**src/rtl/flip_arb_ctrl.sv**
```systemverilog
// rtl/flip_arb_ctrl.sv - round-robin shared half-swap controller for two dual-rail producers
//
// Ports:
//   clk       rising-edge clock
//   rst_n     asynchronous active-low reset
//   in_a      producer A dual-rail word (per bit: 01=false, 10=true, 00=null, 11=illegal)
//   flip_a    swap halves of A's word when A is granted
//   ack_a     four-phase acknowledge to A
//   in_b      producer B dual-rail word
//   flip_b    swap halves of B's word when B is granted
//   ack_b     four-phase acknowledge to B
//   out       registered dual-rail result
//   out_ack   consumer acknowledge
//   grant     owner of the current transfer (0=A, 1=B)
//   err       sticky illegal-code flag
//   xfer_cnt  completed transfers, wraps modulo 2^CNT_W
module flip_arb_ctrl #(
    parameter int WIDTH = 4,
    parameter int CNT_W = 8,
    localparam int RAIL_NUM = 2
) (
    input  logic                               clk,
    input  logic                               rst_n,
    input  logic [WIDTH-1:0][RAIL_NUM-1:0]     in_a,
    input  logic                               flip_a,
    output logic                               ack_a,
    input  logic [WIDTH-1:0][RAIL_NUM-1:0]     in_b,
    input  logic                               flip_b,
    output logic                               ack_b,
    output logic [WIDTH-1:0][RAIL_NUM-1:0]     out,
    input  logic                               out_ack,
    output logic                               grant,
    output logic                               err,
    output logic [CNT_W-1:0]                   xfer_cnt
);

    if ((WIDTH % 2) != 0) begin : g_width_check
        $error("flip_arb_ctrl: WIDTH must be even");
    end

    localparam int H = WIDTH / 2;
    localparam logic [CNT_W-1:0] CNT_ONE = {{(CNT_W-1){1'b0}}, 1'b1};

    typedef logic [WIDTH-1:0][RAIL_NUM-1:0] word_t;
    typedef enum logic [1:0] {IDLE, DATA, RTZ} state_t;

    state_t state;
    logic   last_grant;

    logic  cmp_a, cmp_b;
    logic  ill_a, ill_b;
    logic  null_a, null_b;
    logic  sel_b;
    logic  win;
    word_t word_sel;
    logic  flip_sel;
    word_t word_next;

    // Completion requires every bit to carry exactly one rail, so a
    // complete word is by construction free of illegal 11 codes.
    always_comb begin
        cmp_a = 1'b1;
        cmp_b = 1'b1;
        ill_a = 1'b0;
        ill_b = 1'b0;
        for (int i = 0; i < WIDTH; i++) begin
            cmp_a = cmp_a & ((in_a[i] == 2'b01) || (in_a[i] == 2'b10));
            cmp_b = cmp_b & ((in_b[i] == 2'b01) || (in_b[i] == 2'b10));
            ill_a = ill_a | (in_a[i] == 2'b11);
            ill_b = ill_b | (in_b[i] == 2'b11);
        end
        null_a = (in_a == '0);
        null_b = (in_b == '0);
    end

    // B wins only if it is ready and A is not, or both are ready and A
    // had the previous transfer.
    always_comb begin
        sel_b    = cmp_b && (!cmp_a || (last_grant == 1'b0));
        win      = cmp_a || cmp_b;
        word_sel = sel_b ? in_b : in_a;
        flip_sel = sel_b ? flip_b : flip_a;
        word_next = word_sel;
        if (flip_sel) begin
            word_next[WIDTH-1:H] = word_sel[H-1:0];
            word_next[H-1:0]     = word_sel[WIDTH-1:H];
        end
    end

    always_ff @(posedge clk or negedge rst_n) begin
        if (!rst_n) begin
            state      <= IDLE;
            last_grant <= 1'b1;
            grant      <= 1'b0;
            out        <= '0;
            ack_a      <= 1'b0;
            ack_b      <= 1'b0;
            err        <= 1'b0;
            xfer_cnt   <= '0;
        end else begin
            if (ill_a || ill_b) begin
                err <= 1'b1;
            end
            case (state)
                IDLE: begin
                    out   <= '0;
                    ack_a <= 1'b0;
                    ack_b <= 1'b0;
                    if (win) begin
                        out   <= word_next;
                        grant <= sel_b;
                        state <= DATA;
                    end
                end
                DATA: begin
                    if (out_ack) begin
                        out <= '0;
                        if (grant) begin
                            ack_b <= 1'b1;
                        end else begin
                            ack_a <= 1'b1;
                        end
                        state <= RTZ;
                    end
                end
                RTZ: begin
                    if (!out_ack && (grant ? null_b : null_a)) begin
                        ack_a      <= 1'b0;
                        ack_b      <= 1'b0;
                        last_grant <= grant;
                        xfer_cnt   <= xfer_cnt + CNT_ONE;
                        state      <= IDLE;
                    end
                end
                default: begin
                    state <= IDLE;
                    out   <= '0;
                    ack_a <= 1'b0;
                    ack_b <= 1'b0;
                end
            endcase
        end
    end

endmodule

```
**config.mk**
```make
export PLATFORM = sky130hd
export DESIGN_NAME = flip_arb_ctrl
export DESIGN_NICKNAME = d
export VERILOG_FILES = /design/src/rtl/flip_arb_ctrl.sv
export SDC_FILE = /design/constraint.sdc
export NUM_CORES = 1
export LEC_CHECK = 0
export ABC_CLOCK_PERIOD_IN_PS = 2100
export CAP_MARGIN = 25
export CORE_MARGIN = 1.5
export CORE_UTILIZATION = 52
export CTS_CLUSTER_DIAMETER = 30
export DETAILED_ROUTE_END_ITERATION = 8
export HOLD_SLACK_MARGIN = 0.06
export PLACE_DENSITY = 0.86
export SLEW_MARGIN = 30
export SYNTH_ARGS = -nofsm -noshare
export SYNTH_HDL_FRONTEND = slang
export SYNTH_SLANG_ARGS = --single-unit
```
**constraint.sdc**
```tcl
create_clock -name clk -period 2.1 [get_ports clk]
set_clock_uncertainty 0.05 [all_clocks]
set_input_delay 0.42 -clock clk [delete_from_list [all_inputs] [get_ports clk]]
set_output_delay 0.42 -clock clk [all_outputs]
set_load 0.1 [all_outputs]
```
==> impl_metrics.csv <==
group,metric,value,unit
setup_path,slowest_delay,530,ps
sta,rsz0062_at_grt,"no",
clocking,clock_latency,320,ps
placement,io_buffer_count,40,
yosys,ys_seq_area_share,37.4,%
yosys,yosys_warnings,0,
yosys,yosys.cell_types.count,35,
detailed_routing,vias,1408,
sta,hold_slack,382,ps
setup_path,endpoint_kind,"flop",
finish,final_cells,255,
die,die-area,3300,µm²
flow_run,drv_cap,0,
sta,drv_slew,0,
global_routing,antenna_found_initial,0,
die,coreArea,2780,µm²
yosys,syn_area,1540,µm²
power_and_ir_drop,p_leak,1.12,nW
yosys,synth_top_flop_cell,"dfrtp_1",
setup_path,crit_type,"primary input to flop",
detailed_routing,ant_nets,0,
finish,drive_gt1_share,24.1,%
detailed_routing,drt_iter0_drc,38,
placement,placed_cell_area,2080,µm²
setup_path,cp_slowest_cell,"a2111o_1",
yosys,syn-num-nets,198,
placement,hpwl,3180,µm
finish,fillCellCount,201,
detailed_routing,wire_per_inst,14.9,µm
setup_path,crit_chain,"clkdlybuf4s50_1 > inv_1 > ha_1 > nand4_1 > a2111o_1 > nor2_1 > a221o_1",
yosys,synth_edf_count,0,
clocking,h-tree-depth,1,
die,die_x,57.4,µm
die,rows,19,
clocking,numCtsBuffers,3,
finish,post-route-util,76.2,%
power_and_ir_drop,ir_drop,0.000626,V
power_and_ir_drop,power_density,731,nW/µm²
detailed_routing,routed_wl,3790,µm
die,initial_core_util,55.4,%
placement,dp.cells,249,
yosys,synth_area_per_cell,9.63,µm²
sta,fin_crit_sh,96.4,%
global_routing,grt.total_usage,23.9,%
die,dieHeight,57.4,µm
detailed_routing,via_per_inst,5.52,
sta,period_needed,2020,ps
global_routing,grt_pass1_vias,1406,
setup_path,critPathArrivalTime,2240,ps
worst_hold_path,hold_class,"primary input to async pin",
clocking,cts.sinks,23,
sta,timing_hold_violations_final,0,
finish,design_area,2120,µm²
detailed_routing,drc,0,
finish,n_antenna_cell,0,
yosys,synthCells,160,
sta,setup_viol,0,
clocking,cts_root_buf,"clkbuf_4",
yosys,ys_seq_elements,23,
setup_path,critical_path.max_fanout,8,
clocking,clkTransAtPathRegs,140,ps
sta,maxSlewHeadroom,63.1,%
global_routing,grt_max_degree,24,
sta,tns,0,ps
setup_path,cp.required,2320,ps
global_routing,gr-total-overflow,0,
global_routing,grt_pass1_wl,6030,µm
setup_path,critPathLaunchType,"primary input",
sta,fmax,0.494,GHz
clocking,tritoncts,"yes",
placement,gp_congestion,0.879,
run_status,outcome,"completed",
finish,areaGrowthSynthToFinish,37.7,%
clocking,clk_path_buf_depth,2,
die,io_pins,41,
sta,tightest_slew,552,ps
detailed_routing,first_pass_iters,4,
yosys,synthArstFlopShare,100,%
finish,nets,263,
==> where the power goes <==
| group | internal (mW) | switching [mW] |
|---|---|---|
| registers | 0.504 | 0.0795 |
| logic | 0.219 | 0.539 |
| clock network | 0.0742 | 0.136 |
| total | 0.797 | 0.754 |
==> metal layers <==
metal | GRT usage [%] | routed length [µm] | up-vias
met5 | 0 | 0 | -
met4 | 8.64 | 76 | 0
met3 | 4.08 | 178 | 8
met2 | 42.2 | 1940 | 41
met1 | 29.0 | 1600 | 664
li1 | - | - | 695
==> final cells by class <==
type	instances	area, µm²	share of cell area (%)
inverter	18	67.6	3.19
tap	31	38.8	1.83
clock buffer	4	26.3	1.24
timing repair buffer	64	533	25.1
sequential	23	577	27.2
multi-input combinational	115	878	41.4
==> layout by cell type, fill, tap and decap left out, types with 2 or more instances in the layout <==
cell type	netlist	routed
nor3_1	2	2
nand2b_1	3	3
a21oi_1	3	3
nand4_1	5	5
clkbuf_4	0	3
buf_4	0	44
a221o_1	8	8
o31ai_1	2	2
mux2i_1	8	8
and3_1	2	2
xnor2_1	7	7
nor2_1	16	16
nand3_1	6	6
inv_1	18	18
o21ai_0	8	8
ha_1	17	17
clkdlybuf4s50_1	0	19
dfrtp_1	22	22
a21o_1	2	2
nand2_1	12	12
==> stage by stage <==
step	power, mW	worst slack (ps)
4_1_cts	1.54	1.21
6_report	1.55	75.1
3_3_place_gp	1.31	-241
5_1_grt	1.61	6.66
2_1_floorplan	1.12	98.7
3_5_place_dp	1.34	-320
==> Yosys cell counts (2+ instances only) <==
cell | number | area, µm²
o31ai_1 | 2 | 15.0
inv_1 | 18 | 67.6
nor3_1 | 2 | 10.0
nand3_1 | 6 | 30.0
a221o_1 | 8 | 80.1
nand2_1 | 12 | 45.0
ha_1 | 17 | 213
xnor2_1 | 7 | 61.3
and3_1 | 2 | 12.5
nand2b_1 | 3 | 18.8
a21o_1 | 2 | 15.0
a21oi_1 | 3 | 15.0
nor2_1 | 16 | 60.1
nand4_1 | 5 | 31.3
buf_2 | 2 | 10.0
o21ai_0 | 8 | 40.0
dfrtp_1 | 22 | 551
mux2i_1 | 8 | 80.1
==> flip-flops by register name (all words and copies together) (netlist names) <==
name / count
state: 2
ack_b: 1
err: 1
out: 8
grant: 1
last_grant: 1
xfer_cnt: 8
ack_a: 1
==> logic make-up after synthesis <==
logic type | Yosys count | share of synthesized area [%]
compound gates | 28 | 14.2
mux | 9 | 6.17
buf+inv | 22 | 5.52
xor+xnor | 7 | 3.98
fa+ha+maj | 17 | 13.8
simple gates | 54 | 18.8
flops | 23 | 37.4
==> path summary, 6_finish.rpt <==
| path | startpoint | slack, ps | end | cells after the start |
|---|---|---|---|---|
| hold / removal | rst_n | 380 | out[6] | 2 |
| hold reg to reg | err | 430 | err | 2 |
| min in group clk | err | 430 | err | 2 |
| max in group asynchronous | rst_n | 1340 | last_grant | 2 |
| setup / recovery | in_b[1] | 80 | out[6] | 7 |
| setup reg to reg | grant | 510 | ack_b | 5 |
==> worst max-delay path, delay by kind of cell <==
kind            cells  cell delay, ps
compound gates      2             660
simple gates        2             320
buf+inv             2             550
fa+ha+maj           1             300
==> timing repair <==
item                       4_1_cts  5_1_grt
setup endpoints to repair        0        9
hold buffers                     0        0
buffers inserted                 0        2
gates resized for setup          0        1
Power figures use the tool's default switching activity.
